$ cat config.mk
export PLATFORM = sky130hd
export DESIGN_NAME = sram_arb_flat
export DESIGN_NICKNAME = d
export VERILOG_FILES = /design/src/rtl/sram_arb_if.sv /design/src/rtl/sram_arb.sv /design/src/flat_wrapper.sv
export SDC_FILE = /design/constraint.sdc
export NUM_CORES = 1
export LEC_CHECK = 0
export ABC_AREA = 0
export BUFFER_PORTS_ARGS = -buffer_cell sky130_fd_sc_hd__buf_2
export CAP_MARGIN = 40
export CORE_MARGIN = 10
export CORE_UTILIZATION = 40
export DETAILED_ROUTE_END_ITERATION = 7
export PLACE_DENSITY_LB_ADDON = 0.1
export SYNTH_ARGS = -nofsm -noshare
export SYNTH_HDL_FRONTEND = slang
export SYNTH_SLANG_ARGS = --single-unit
$ cat constraint.sdc
create_clock -name clk -period 4.9 [get_ports clk]
set_input_delay 0.98 -clock clk [delete_from_list [all_inputs] [get_ports clk]]
set_output_delay 0.98 -clock clk [all_outputs]
set_load 0.02 [all_outputs]
$ cat src/rtl/sram_arb_if.sv
// Shared-SRAM arbitration bundle: CPU, CRTC DMA and aux master requests plus the muxed SRAM port.
// The arbiter connects through the slave modport; the masters and SRAM side use the master modport.
interface sram_arb_if #(
  parameter int ADDR_W = 16
);
  logic [ADDR_W-1:0] cpu_adr;
  logic [7:0]        cpu_din;
  logic              cpu_we;
  logic              cpu_busreq;
  logic              cpu_busack;

  logic              dma_req;
  logic [ADDR_W-1:0] dma_adr;
  logic              dma_gnt;
  logic              dma_valid;

  logic              aux_req;
  logic              aux_we;
  logic [ADDR_W-1:0] aux_adr;
  logic [7:0]        aux_din;
  logic              aux_ack;
  logic              aux_rvalid;

  logic [ADDR_W-1:0] ram_adr;
  logic [7:0]        ram_din;
  logic              ram_we;
  logic [1:0]        owner;

  modport slave (
    input  cpu_adr, cpu_din, cpu_we, cpu_busack,
    input  dma_req, dma_adr,
    input  aux_req, aux_we, aux_adr, aux_din,
    output cpu_busreq, dma_gnt, dma_valid, aux_ack, aux_rvalid,
    output ram_adr, ram_din, ram_we, owner
  );

  modport master (
    output cpu_adr, cpu_din, cpu_we, cpu_busack,
    output dma_req, dma_adr,
    output aux_req, aux_we, aux_adr, aux_din,
    input  cpu_busreq, dma_gnt, dma_valid, aux_ack, aux_rvalid,
    input  ram_adr, ram_din, ram_we, owner
  );
endinterface

$ cat src/rtl/sram_arb.sv
// Main-SRAM arbiter: Z80 owns the bus by default; CRTC DMA bursts and aux single accesses steal it via busreq/busack.
// Optional macro SRAM_ARB_STATS_EN adds a saturating stolen-cycle counter (stat_steal) with synchronous clear (stat_clr).
module sram_arb #(
  parameter int ADDR_W   = 16,
  parameter int HOLD_MAX = 128,
  parameter int CPU_MIN  = 4
) (
  input  logic        clk,
  input  logic        reset_n,
  sram_arb_if.slave   bus
`ifdef SRAM_ARB_STATS_EN
  ,
  input  logic        stat_clr,
  output logic [15:0] stat_steal
`endif
);
  localparam int HW = $clog2(HOLD_MAX + 1);
  localparam int SW = $clog2(CPU_MIN + 2);

  typedef enum logic [2:0] {ST_CPU, ST_REQ, ST_DMA, ST_AUX, ST_REL} state_t;

  state_t          r_state;
  logic            r_busreq;
  logic            r_dma_valid;
  logic            r_aux_rvalid;
  logic            r_aux_gap;
  logic [HW-1:0]   r_hold;
  logic [SW-1:0]   r_slot;

  logic              w_hold_full;
  logic [HW-1:0]     w_hold_next;
  logic              w_dma_gnt;
  logic              w_aux_ack;
  logic [ADDR_W-1:0] w_ram_adr;
  logic [7:0]        w_ram_din;
  logic              w_ram_we;
  logic [1:0]        w_owner;

  // A dropped busack kills any access in the same cycle, as does an exhausted hold budget.
  assign w_hold_full = (r_hold == HW'(HOLD_MAX));
  assign w_hold_next = w_hold_full ? r_hold : r_hold + HW'(1);
  assign w_dma_gnt   = (r_state == ST_DMA) && bus.dma_req && bus.cpu_busack && !w_hold_full;
  assign w_aux_ack   = (r_state == ST_AUX) && !r_aux_gap && bus.aux_req && bus.cpu_busack && !w_hold_full;

  // NOTE: every always_comb output gets a default first so no path leaves it unassigned (no latch).
  always_comb begin
    w_ram_adr = bus.cpu_adr;
    w_ram_din = bus.cpu_din;
    w_ram_we  = 1'b0;
    w_owner   = 2'd0;
    case (r_state)
      ST_CPU: w_ram_we = bus.cpu_we;
      ST_DMA: begin
        w_ram_adr = bus.dma_adr;
        w_owner   = 2'd1;
      end
      ST_AUX: begin
        w_ram_adr = bus.aux_adr;
        w_ram_din = bus.aux_din;
        w_ram_we  = w_aux_ack && bus.aux_we;
        w_owner   = 2'd2;
      end
      default: ;
    endcase
  end

  // NOTE: sequential state uses non-blocking assignments so every register samples pre-edge values.
  always_ff @(posedge clk or negedge reset_n) begin
    if (!reset_n) begin
      r_state      <= ST_CPU;
      r_busreq     <= 1'b0;
      r_dma_valid  <= 1'b0;
      r_aux_rvalid <= 1'b0;
      r_aux_gap    <= 1'b0;
      r_hold       <= '0;
      r_slot       <= '0;
    end else begin
      r_dma_valid  <= w_dma_gnt;
      r_aux_rvalid <= w_aux_ack && !bus.aux_we;
      r_aux_gap    <= 1'b0;
      case (r_state)
        ST_CPU: begin
          r_hold <= '0;
          if (r_slot != '0) begin
            r_slot <= r_slot - SW'(1);
          end else if (bus.dma_req || bus.aux_req) begin
            r_state  <= ST_REQ;
            r_busreq <= 1'b1;
          end
        end
        ST_REQ: begin
          if (!bus.dma_req && !bus.aux_req) begin
            r_state  <= ST_REL;
            r_busreq <= 1'b0;
          end else if (bus.cpu_busack) begin
            r_state <= bus.dma_req ? ST_DMA : ST_AUX;
          end
        end
        ST_DMA: begin
          r_hold <= w_hold_next;
          if (!bus.cpu_busack || w_hold_full || (!bus.dma_req && !bus.aux_req)) begin
            r_state  <= ST_REL;
            r_busreq <= 1'b0;
          end else if (!bus.dma_req) begin
            r_state <= ST_AUX;
          end
        end
        ST_AUX: begin
          r_hold <= w_hold_next;
          // After an ack, one gap cycle lets the aux master drop aux_req before it is seen again.
          if (!bus.cpu_busack || w_hold_full) begin
            r_state  <= ST_REL;
            r_busreq <= 1'b0;
          end else if (bus.dma_req) begin
            r_state <= ST_DMA;
          end else if (w_aux_ack) begin
            r_aux_gap <= 1'b1;
          end else if (!bus.aux_req) begin
            r_state  <= ST_REL;
            r_busreq <= 1'b0;
          end
        end
        ST_REL: begin
          r_slot <= SW'(CPU_MIN);
          if (!bus.cpu_busack) r_state <= ST_CPU;
        end
        default: r_state <= ST_CPU;
      endcase
    end
  end

  assign bus.cpu_busreq = r_busreq;
  assign bus.dma_gnt    = w_dma_gnt;
  assign bus.dma_valid  = r_dma_valid;
  assign bus.aux_ack    = w_aux_ack;
  assign bus.aux_rvalid = r_aux_rvalid;
  assign bus.ram_adr    = w_ram_adr;
  assign bus.ram_din    = w_ram_din;
  assign bus.ram_we     = w_ram_we;
  assign bus.owner      = w_owner;

`ifdef SRAM_ARB_STATS_EN
  logic [15:0] r_steal;

  always_ff @(posedge clk or negedge reset_n) begin
    if (!reset_n) begin
      r_steal <= '0;
    end else if (stat_clr) begin
      r_steal <= '0;
    end else if (r_state != ST_CPU && r_steal != 16'hFFFF) begin
      r_steal <= r_steal + 16'd1;
    end
  end

  assign stat_steal = r_steal;
`endif
endmodule

$ cat src/flat_wrapper.sv
// flat-port wrapper written by rule: the top's interface ports become plain ports
module sram_arb_flat 
#(
  parameter int ADDR_W   = 16,
  parameter int HOLD_MAX = 128,
  parameter int CPU_MIN  = 4
)
  (clk, reset_n, bus_cpu_adr, bus_cpu_din, bus_cpu_we, bus_cpu_busack, bus_dma_req, bus_dma_adr, bus_aux_req, bus_aux_we, bus_aux_adr, bus_aux_din, bus_cpu_busreq, bus_dma_gnt, bus_dma_valid, bus_aux_ack, bus_aux_rvalid, bus_ram_adr, bus_ram_din, bus_ram_we, bus_owner);
  sram_arb_if #(.ADDR_W(ADDR_W)) bus_i ();
  input  logic clk;
  input  logic reset_n;
  input wire logic [$bits(bus_i.cpu_adr)-1:0] bus_cpu_adr;
  input wire logic [$bits(bus_i.cpu_din)-1:0] bus_cpu_din;
  input wire logic [$bits(bus_i.cpu_we)-1:0] bus_cpu_we;
  input wire logic [$bits(bus_i.cpu_busack)-1:0] bus_cpu_busack;
  input wire logic [$bits(bus_i.dma_req)-1:0] bus_dma_req;
  input wire logic [$bits(bus_i.dma_adr)-1:0] bus_dma_adr;
  input wire logic [$bits(bus_i.aux_req)-1:0] bus_aux_req;
  input wire logic [$bits(bus_i.aux_we)-1:0] bus_aux_we;
  input wire logic [$bits(bus_i.aux_adr)-1:0] bus_aux_adr;
  input wire logic [$bits(bus_i.aux_din)-1:0] bus_aux_din;
  output wire logic [$bits(bus_i.cpu_busreq)-1:0] bus_cpu_busreq;
  output wire logic [$bits(bus_i.dma_gnt)-1:0] bus_dma_gnt;
  output wire logic [$bits(bus_i.dma_valid)-1:0] bus_dma_valid;
  output wire logic [$bits(bus_i.aux_ack)-1:0] bus_aux_ack;
  output wire logic [$bits(bus_i.aux_rvalid)-1:0] bus_aux_rvalid;
  output wire logic [$bits(bus_i.ram_adr)-1:0] bus_ram_adr;
  output wire logic [$bits(bus_i.ram_din)-1:0] bus_ram_din;
  output wire logic [$bits(bus_i.ram_we)-1:0] bus_ram_we;
  output wire logic [$bits(bus_i.owner)-1:0] bus_owner;
  assign bus_i.cpu_adr = bus_cpu_adr;
  assign bus_i.cpu_din = bus_cpu_din;
  assign bus_i.cpu_we = bus_cpu_we;
  assign bus_i.cpu_busack = bus_cpu_busack;
  assign bus_i.dma_req = bus_dma_req;
  assign bus_i.dma_adr = bus_dma_adr;
  assign bus_i.aux_req = bus_aux_req;
  assign bus_i.aux_we = bus_aux_we;
  assign bus_i.aux_adr = bus_aux_adr;
  assign bus_i.aux_din = bus_aux_din;
  assign bus_cpu_busreq = bus_i.cpu_busreq;
  assign bus_dma_gnt = bus_i.dma_gnt;
  assign bus_dma_valid = bus_i.dma_valid;
  assign bus_aux_ack = bus_i.aux_ack;
  assign bus_aux_rvalid = bus_i.aux_rvalid;
  assign bus_ram_adr = bus_i.ram_adr;
  assign bus_ram_din = bus_i.ram_din;
  assign bus_ram_we = bus_i.ram_we;
  assign bus_owner = bus_i.owner;
  sram_arb #(.ADDR_W(ADDR_W), .HOLD_MAX(HOLD_MAX), .CPU_MIN(CPU_MIN)) u_core (.clk(clk), .reset_n(reset_n), .bus(bus_i));
endmodule
==> impl_results.md, run 1 <==
- Total DRC errors in the routed layout: 0
- Count of hold-fix buffers inserted at cts: 0
- Largest fanout on the critical path: 7
- Buffers and inverters on the worst path: 4
- Min-Delay Path Class: reg -> reg
- Top-count cell post-synth: sky130_fd_sc_hd__o21ai_0
- Portion of total power attributed to combinational logic: 0.633
- Via density: 5.07
- Reported max-cap violation count: 0
- Most frequent cells after synthesis: sky130_fd_sc_hd__o21ai_0 (27), sky130_fd_sc_hd__nand2_1 (25), sky130_fd_sc_hd__dfrtp_1 (18), sky130_fd_sc_hd__mux2i_1 (17), sky130_fd_sc_hd__nor2_1 (15)
- Count of buffers inserted at the top-level ports: roughly 100
- Number of synthesized register bits: 18
- First-pass iteration count of the detailed router: 4
- Switching power share of the total: 0.464
- Critical Path Slowest Stage Cell: sky130_fd_sc_hd__a31oi_1
- Start point of the worst hold path: u_core.bus.cpu_busreq
- Number of synthesized flops with an enable pin: 0
- Run status: finished, final reports clean
- 1st-iter DRT viols: roughly 140
- Overflow left after global routing: 0
- Half-perimeter wire length after detailed placement: 4280 microns
- Initial antenna violation count: 0
- RSZ-0062 raised after global routing: false
- Synthesized net count: 255
- Number of buffers created by CTS: 3
- Element type at the critical path end: output port
- Number of cell instances on the worst register-to-register path: 5
- Worst setup SP type: input port
- Clock-pin transition on the worst setup and hold timing paths: 70 ps
- Area of the core: 3610 sq um
- Die boundary width: 80.8 microns
- Mean instance size in the synthesized netlist: 8.21 sq um
- Tmin final: 3110 ps
- N_diodes: 0
- CTS resizes: 0
- Sequential element share of the synthesized area: 0.305
- Sum of negative setup slack: 0 ps
- Via count: 1657
- Fill count: 359
- Startpoint of the worst register-to-register path: u_core.r_state[2]
- Kind of cell adding the most delay to the critical path: compound AO/OA/AOI/OAI gates
- I/O pin count: 103
- Sequential fraction of design power: 0.240
- End of the worst register-to-register path: u_core.r_state[0]
- Global-route wire length before repair: 7960 microns
- Vertical die dimension: 80.8 microns
- Cell leakage power: approximately 1.2 nW
- Register-to-register path setup slack: 3010 ps
- Final Wtd Congestion: 0.878
- P per Cell Area: 463 nW/um^2
- Fraction of layout cells with a size suffix above 1: 0.452
- Count of nets left with antenna violations after detail routing: 0
- Relative slew margins: 0.573
- Clock sinks: 18
- Required arrival time at the worst endpoint: 3920 ps
- Peak supply drop: roughly 0.00021 V
- Count of different cell masters after synthesis: 41
- Area growth from synthesis to final layout: 42.9%
- Count of H-tree levels built during CTS: 1
- Top cell type's share of synthesized area: 0.305
- Die Outline Area: 6530 sq um
- Post-synthesis instance total: 180
- Highest cell delay on the worst timing path: roughly 400 ps
- Asr flop ratio synth: 1.00
- Leading register cell type out of synthesis: sky130_fd_sc_hd__dfrtp_1
- Initial core utilization: 0.410
- Pin count of the biggest net entering global routing: 30
- Number of endpoints with negative hold slack in the final report: 0
- Wire per inst: around 15 microns
- Worst-case hold path end point: u_core.bus.cpu_busreq
- Final period util: 0.634
- Number of rows created at floorplan: 22
- Buffers inserted during post-CTS setup optimization: 0
- Most area-consuming cells after synthesis: sky130_fd_sc_hd__dfrtp_1 (30%), sky130_fd_sc_hd__mux2i_1 (12%), sky130_fd_sc_hd__o21ai_0 (9.1%)
- Insertion delay of the later-clocked pin in the worst-skew pair: 260 ps
- Arrival @ worst endpoint: 2130 ps
- Depth of the worst hold-timing path: 1
- Clock Root Buffer: sky130_fd_sc_hd__clkbuf_8
- Total routed wirelength: 5040 microns
- Maximum root-to-sink buffer count: 2
- Achievable frequency: 0.322 GHz
- Switching power: 0.453 mW
- Final Net Count: 355
- Power after layout: between 0.9 and 1 mW
- Vias in the first global route: 1735
- Post-Synthesis Cell Area: approximately 1500 sq um
- Internal cell power: approximately 0.52 mW
- Cell-by-cell listing of the critical path: buf_2 > inv_1 > a31oi_1 > nand4b_1 > inv_1 > a22o_1 > buf_2
- Critical path type: in -> out
- Number of endpoints failing setup at the final stage: 0
- Global-route total usage across every layer: 0.153
- CTS tree: built
- Area leader, netlist: sky130_fd_sc_hd__dfrtp_1
- Count of pins over their slew limit: 0
- Number of warnings reported in the yosys synthesis log: 0
- Final Skew: about 1.0 ps
- Transition at the pin with the smallest max-transition slack: 636 ps
- Clock share of power: 0.126
==> worst max-delay path by stage <==
stage | start | endpoint | slack [ps] | cells past startpoint
floorplan | bus_cpu_busack | bus_ram_we | 1950 | 5
global placement | u_core.r_state[0] | bus_ram_we | 1780 | 6
detailed placement | bus_cpu_busack | bus_ram_we | 1800 | 7
CTS | bus_cpu_busack | bus_ram_we | 1800 | 7
global route | bus_cpu_busack | bus_ram_we | 1670 | 7
finish | bus_cpu_busack | bus_ram_we | 1790 | 7
==> cell usage in the layout, fill, tap and decap left out, types with 2 or more instances in the layout <==
cell                         n
sky130_fd_sc_hd__ha_1        4
sky130_fd_sc_hd__o21ai_0    27
sky130_fd_sc_hd__nor3_1      2
sky130_fd_sc_hd__clkbuf_8    4
sky130_fd_sc_hd__mux2i_1    17
sky130_fd_sc_hd__buf_2     102
sky130_fd_sc_hd__o22ai_1     3
sky130_fd_sc_hd__a21oi_1     8
sky130_fd_sc_hd__buf_16      2
sky130_fd_sc_hd__inv_1      10
sky130_fd_sc_hd__nor2b_1     2
sky130_fd_sc_hd__mux2_2     10
sky130_fd_sc_hd__and3_1      3
sky130_fd_sc_hd__nor2_1     15
sky130_fd_sc_hd__nand2b_1    2
sky130_fd_sc_hd__nand3_1     2
sky130_fd_sc_hd__dfrtp_1    18
sky130_fd_sc_hd__nand2_1    25
sky130_fd_sc_hd__a22o_1      2
==> worst reg2reg max path, delay by kind of cell (launching register included) <==
family | cells | cell delay (ps)
AOI/OAI and AO/OA | 3 | 570
DFF | 1 | 600
and+or+nand+nor | 2 | 600
==> power by group through the flow <==
| stage | logic [mW] | registers, mW | clock network (mW) |
|---|---|---|---|
| 6_report | 0.619 | 0.235 | 0.123 |
| 3_3_place_gp | 0.553 | 0.262 | 0 |
| 5_1_grt | 0.688 | 0.242 | 0.134 |
| 2_1_floorplan | 0.454 | 0.208 | 0 |
| 4_1_cts | 0.627 | 0.233 | 0.126 |
| 3_5_place_dp | 0.624 | 0.235 | 0 |
==> kinds of logic after synthesis <==
group,Yosys count,share of synthesized area
simple gates,63,0.211
compound gates,47,0.191
mux,27,0.191
buf+inv,19,0.0567
flops,18,0.305
fa+ha+maj,4,0.0339
xor+xnor,2,0.0119
==> per-layer routing <==
layer	up-vias	wire [microns]	global-route usage	share of wire
li1	832	-	-	-
met1	733	1940	0.161	0.39
met2	84	2230	0.244	0.44
met3	8	770	0.0916	0.15
met4	0	90	0.0640	0.018
met5	-	0	0	0
==> flip-flops by register name (all words and copies together) (netlist names) <==
| signal | cells |
|---|---|
| u_core.bus.aux_rvalid | 1 |
| u_core.bus.cpu_busreq | 1 |
| u_core.bus.dma_valid | 1 |
| u_core.r_aux_gap | 1 |
| u_core.r_hold | 8 |
| u_core.r_slot | 3 |
| u_core.r_state | 3 |
==> area by class of cell <==
| class | count | area (sq um) | share of cell area |
|---|---|---|---|
| flip-flops and latches | 18 | 450 | 0.213 |
| repair buffers | 104 | 566 | 0.268 |
| well taps | 48 | 60.1 | 0.0284 |
| inverters | 10 | 37.5 | 0.0178 |
| clock buffers | 4 | 55.1 | 0.0261 |
| multi-input cells | 143 | 943 | 0.447 |
==> through the flow <==
step                       util  area [sq um]  hold slack [ps]  std cells  setup WS, ps
after floorplan               -          1480              478        180          1950
after global placement    0.555          2000              483        321          1780
after detailed placement  0.570          2060              484        323          1800
after CTS                 0.586          2110              504        327          1800
after global routing      0.586          2110              533        327          1670
final                     0.586          2110              501        327          1790
Note: power is estimated with default switching activity, not from simulation.
==> run 2, diff against run 1 <==
--- a/config.mk
+++ b/config.mk
@@ -5,7 +5,7 @@
 export SDC_FILE = /design/constraint.sdc
 export NUM_CORES = 1
 export LEC_CHECK = 0
-export ABC_AREA = 0
+export ABC_AREA = 1
 export BUFFER_PORTS_ARGS = -buffer_cell sky130_fd_sc_hd__buf_2
 export CAP_MARGIN = 40
 export CORE_MARGIN = 10
==> constraint.sdc (replaced) <==
create_clock -name clk -period 2.95 [get_ports clk]
set_input_delay 0.59 -clock clk [delete_from_list [all_inputs] [get_ports clk]]
set_output_delay 0.59 -clock clk [all_outputs]
set_load 0.02 [all_outputs]
==> run 2 against run 1 <==
Effect of this change:
- worst setup slack lost 1300 ps
- combinational power grew 59%
- non-clock buffer count shrank 2
- critical path depth is the same
- via count grew 10%
- cell count grew 20%
- synthesized cell count grew 36%
- wire length grew 4.3%
- hold slack lost 240 ps
- largest cell class unchanged
- largest power group unchanged
- highest routed layer unchanged
==> impl_results.md, run 2 <==
- Global-route total usage across every layer: 0.144 (-0.00892)
- Number of warnings reported in the yosys synthesis log: 0 (unchanged)
- Fraction of layout cells with a size suffix above 1: 0.380 (-0.0719)
- Cell area reported after detailed placement: 2070 sq um (+0.79%)
- Total DRC errors in the routed layout: 0 (unchanged)
- Wire per inst: 13.4 microns (-13%)
- Area leader, netlist: sky130_fd_sc_hd__dfrtp_1
- Cell leakage power: 1.26 nW (+7.2%)
- Post-placement cell count: 390 (+21%)
- Count of hold-fix buffers inserted at cts: 0 (unchanged)
- Most used cells in the layout excluding fill and tap cells: sky130_fd_sc_hd__nand2_1 (104), sky130_fd_sc_hd__buf_2 (102), sky130_fd_sc_hd__nand3_1 (29)
- Worst setup SP type: flip-flop
- Via count: 1826 (+10%)
- Count of buffers inserted at the top-level ports: 102 (unchanged)
- Final standard cell utilization of the core: 0.573 (-0.0124)
- Run status: finished, final reports clean
- Leading register cell type out of synthesis: sky130_fd_sc_hd__dfrtp_1
- Min-Delay Path Class: in -> async
- Initial core utilization: 0.414 (+0.00405)
- Element type at the critical path end: output port
- Clock Root Buffer: sky130_fd_sc_hd__clkbuf_8
- Half-perimeter wire length after detailed placement: 4440 microns (+3.7%)
- Total area of multi-input combinational cells: 955 sq um (+1.2%)
- Synthesized net count: 320 (+25%)
- Relative slew margins: 0.720 (+0.147)
- Required arrival time at the worst endpoint: 2360 ps (-1560 ps)
- Final Skew: 3.56 ps (+2.51 ps)
- Achievable frequency: 0.411 GHz
- P per Cell Area: 723 nW/um^2 (+56%)
- Endpoint of the most critical setup path: bus_ram_we
- Leading cell type in the layout, fill and taps excluded: sky130_fd_sc_hd__nand2_1
- 1st-iter DRT viols: 97 (-29%)
- Pin count of the biggest net entering global routing: 28 (-6.7%)
- Sum of negative setup slack: 0 ps (unchanged)
- Largest fanout on the critical path: 27 (+20)
- Most area-consuming cells after synthesis: sky130_fd_sc_hd__dfrtp_1 (30%), sky130_fd_sc_hd__nand2_1 (26%), sky130_fd_sc_hd__nand3_1 (9.5%)
- RSZ-0062 raised after global routing: false
- Post-Synthesis Cell Area: 1530 sq um (+3.3%)
- Global-route wire length before repair: 7710 microns (-3.1%)
- Launch point of the critical path: u_core.r_state[2]
- Area growth from synthesis to final layout: 38.5%
- Post-route cell area: 2110 sq um (+0.12%)
- Final Wtd Congestion: 0.835 (-4.9%)
- N_diodes: 0 (unchanged)
- Vertical die dimension: 81.8 microns (+1.2%)
- End of the worst register-to-register path: u_core.r_state[1]
- Critical path type: reg -> out
- Total routed wirelength: 5260 microns (+4.3%)
- Number of rows created at floorplan: 22 (unchanged)
- Final std cells w/o fill: 393 (+20%)
- Buffers inserted during post-CTS setup optimization: 0 (unchanged)
- Top-count cell post-synth: sky130_fd_sc_hd__nand2_1
- Arrival @ worst endpoint: 1840 ps (-290 ps)
- Via density: 4.65 (-8.3%)
- Number of cell instances on the worst register-to-register path: 8 (+3)
- Number of synthesized register bits: 18 (unchanged)
- Number of flip-flops under the largest register name: 8 (unchanged)
- Register-to-register path setup slack: 1280 ps (-1730 ps)
- Final period util: 0.824
- Top cell type's share of synthesized area: 0.295 (-0.00974)
- Post-synthesis instance total: 245 (+36%)
- Clock-pin transition on the worst setup and hold timing paths: 70 ps (about the same)
- Count of nets left with antenna violations after detail routing: 0 (unchanged)
- Overflow left after global routing: 0 (unchanged)
- Number of synthesized flops with an enable pin: 0 (unchanged)
- Sequential element share of the synthesized area: 0.295 (-0.00974)
- Clock sinks: 18 (unchanged)
- Area of the core: 3690 sq um (+2.3%)
- Count of different cell masters after synthesis: 26 (-37%)
- Number of buffers created by CTS: 3 (unchanged)
- Count of pins over their slew limit: 0 (unchanged)
- Number of endpoints with negative hold slack in the final report: 0 (unchanged)
- Transition at the pin with the smallest max-transition slack: 420 ps (-216 ps)
- Peak supply drop: 0.000410 V (+96%)
- Fill count: 370 (+3.1%)
- CTS resizes: 0 (unchanged)
- Startpoint of the worst register-to-register path: u_core.r_state[2]
- Mean instance size in the synthesized netlist: 6.23 sq um (-24%)
- Largest register by flop count: u_core.r_hold
- Most frequent cells after synthesis: sky130_fd_sc_hd__nand2_1 (104), sky130_fd_sc_hd__nand3_1 (29), sky130_fd_sc_hd__dfrtp_1 (18), sky130_fd_sc_hd__inv_1 (16), sky130_fd_sc_hd__nor2_1 (16)
- Die Outline Area: 6690 sq um (+2.5%)
- Number of endpoints failing setup at the final stage: 0 (unchanged)
- CTS tree: built
- Insertion delay of the later-clocked pin in the worst-skew pair: 250 ps (about the same)
- Die boundary width: 81.8 microns (+1.2%)
- Maximum root-to-sink buffer count: 2 (unchanged)
- I/O pin count: 103 (unchanged)
- Final Net Count: 422 (+19%)
- Largest regs: u_core.r_hold (8), u_core.r_slot (3), u_core.r_state (3)
- Count of H-tree levels built during CTS: 1 (unchanged)
- First-pass iteration count of the detailed router: 6 (+2)
- Initial antenna violation count: 0 (unchanged)
- Asr flop ratio synth: 1.00 (unchanged)
- Reported max-cap violation count: 0 (unchanged)
- Vias in the first global route: 1697 (-2.2%)
- Seq. cell area: 450 sq um (unchanged)
- Tmin final: 2430 ps
==> run 2: through the flow <==
step / power, mW / setup WS [ps] / hold slack, ps
6_report: 1.53 / 519 / 266
3_5_place_dp: 1.37 / 784 / 461
3_3_place_gp: 1.37 / 808 / 469
2_1_floorplan: 1.08 / 979 / 294
5_1_grt: 1.68 / 397 / 286
4_1_cts: 1.55 / 498 / 271
==> run 2: kinds of logic after synthesis <==
kind of cell    count (synthesis)  share of synthesized area
compound gates                 17                     0.0680
xor+xnor                        1                    0.00574
fa+ha+maj                       4                     0.0328
buf+inv                        31                     0.0795
flops                          18                      0.295
simple gates                  174                      0.519
==> run 2: final cells by class <==
class                   instances  area share
clock buffers                   3      0.0195
inverters                      26      0.0462
multi-input cells             196       0.451
flip-flops and latches         18       0.213
well taps                      48      0.0284
repair buffers                102       0.241
==> run 2: metal layers <==
layer / global-route usage / vias up / share of wire
met5: 0 / - / 0
met3: 0.0491 / 4 / 0.067
met2: 0.253 / 50 / 0.53
met1: 0.166 / 788 / 0.40
li1: - / 984 / -
met4: 0.0272 / 0 / 0.0078
==> run 2: power breakdown <==
group          internal (mW)  total [mW]  switching (mW)
Clock                 0.0907       0.170          0.0798
Combinational          0.329       0.987           0.658
Sequential             0.309       0.371          0.0620
==> run 2: worst min path at each step <==
stage / from / end / slack, ps
3_5_place_dp: u_core.bus.cpu_busreq / u_core.bus.cpu_busreq / 460
3_3_place_gp: u_core.bus.cpu_busreq / u_core.bus.cpu_busreq / 470
4_1_cts: reset_n / u_core.r_hold[2] / 270
6_report: reset_n / u_core.r_hold[1] / 270
2_1_floorplan: reset_n / u_core.bus.aux_rvalid / 290
5_1_grt: reset_n / u_core.r_hold[1] / 290
==> run 2: critical path: stages (launching register included) <==
cell	delay (ps)
sky130_fd_sc_hd__dfrtp_1	430
sky130_fd_sc_hd__inv_2	140
sky130_fd_sc_hd__nand2_2	110
sky130_fd_sc_hd__nor2_8	320
sky130_fd_sc_hd__nand3_2	140
sky130_fd_sc_hd__nor2_4	180
sky130_fd_sc_hd__a22o_1	130
sky130_fd_sc_hd__buf_2	160
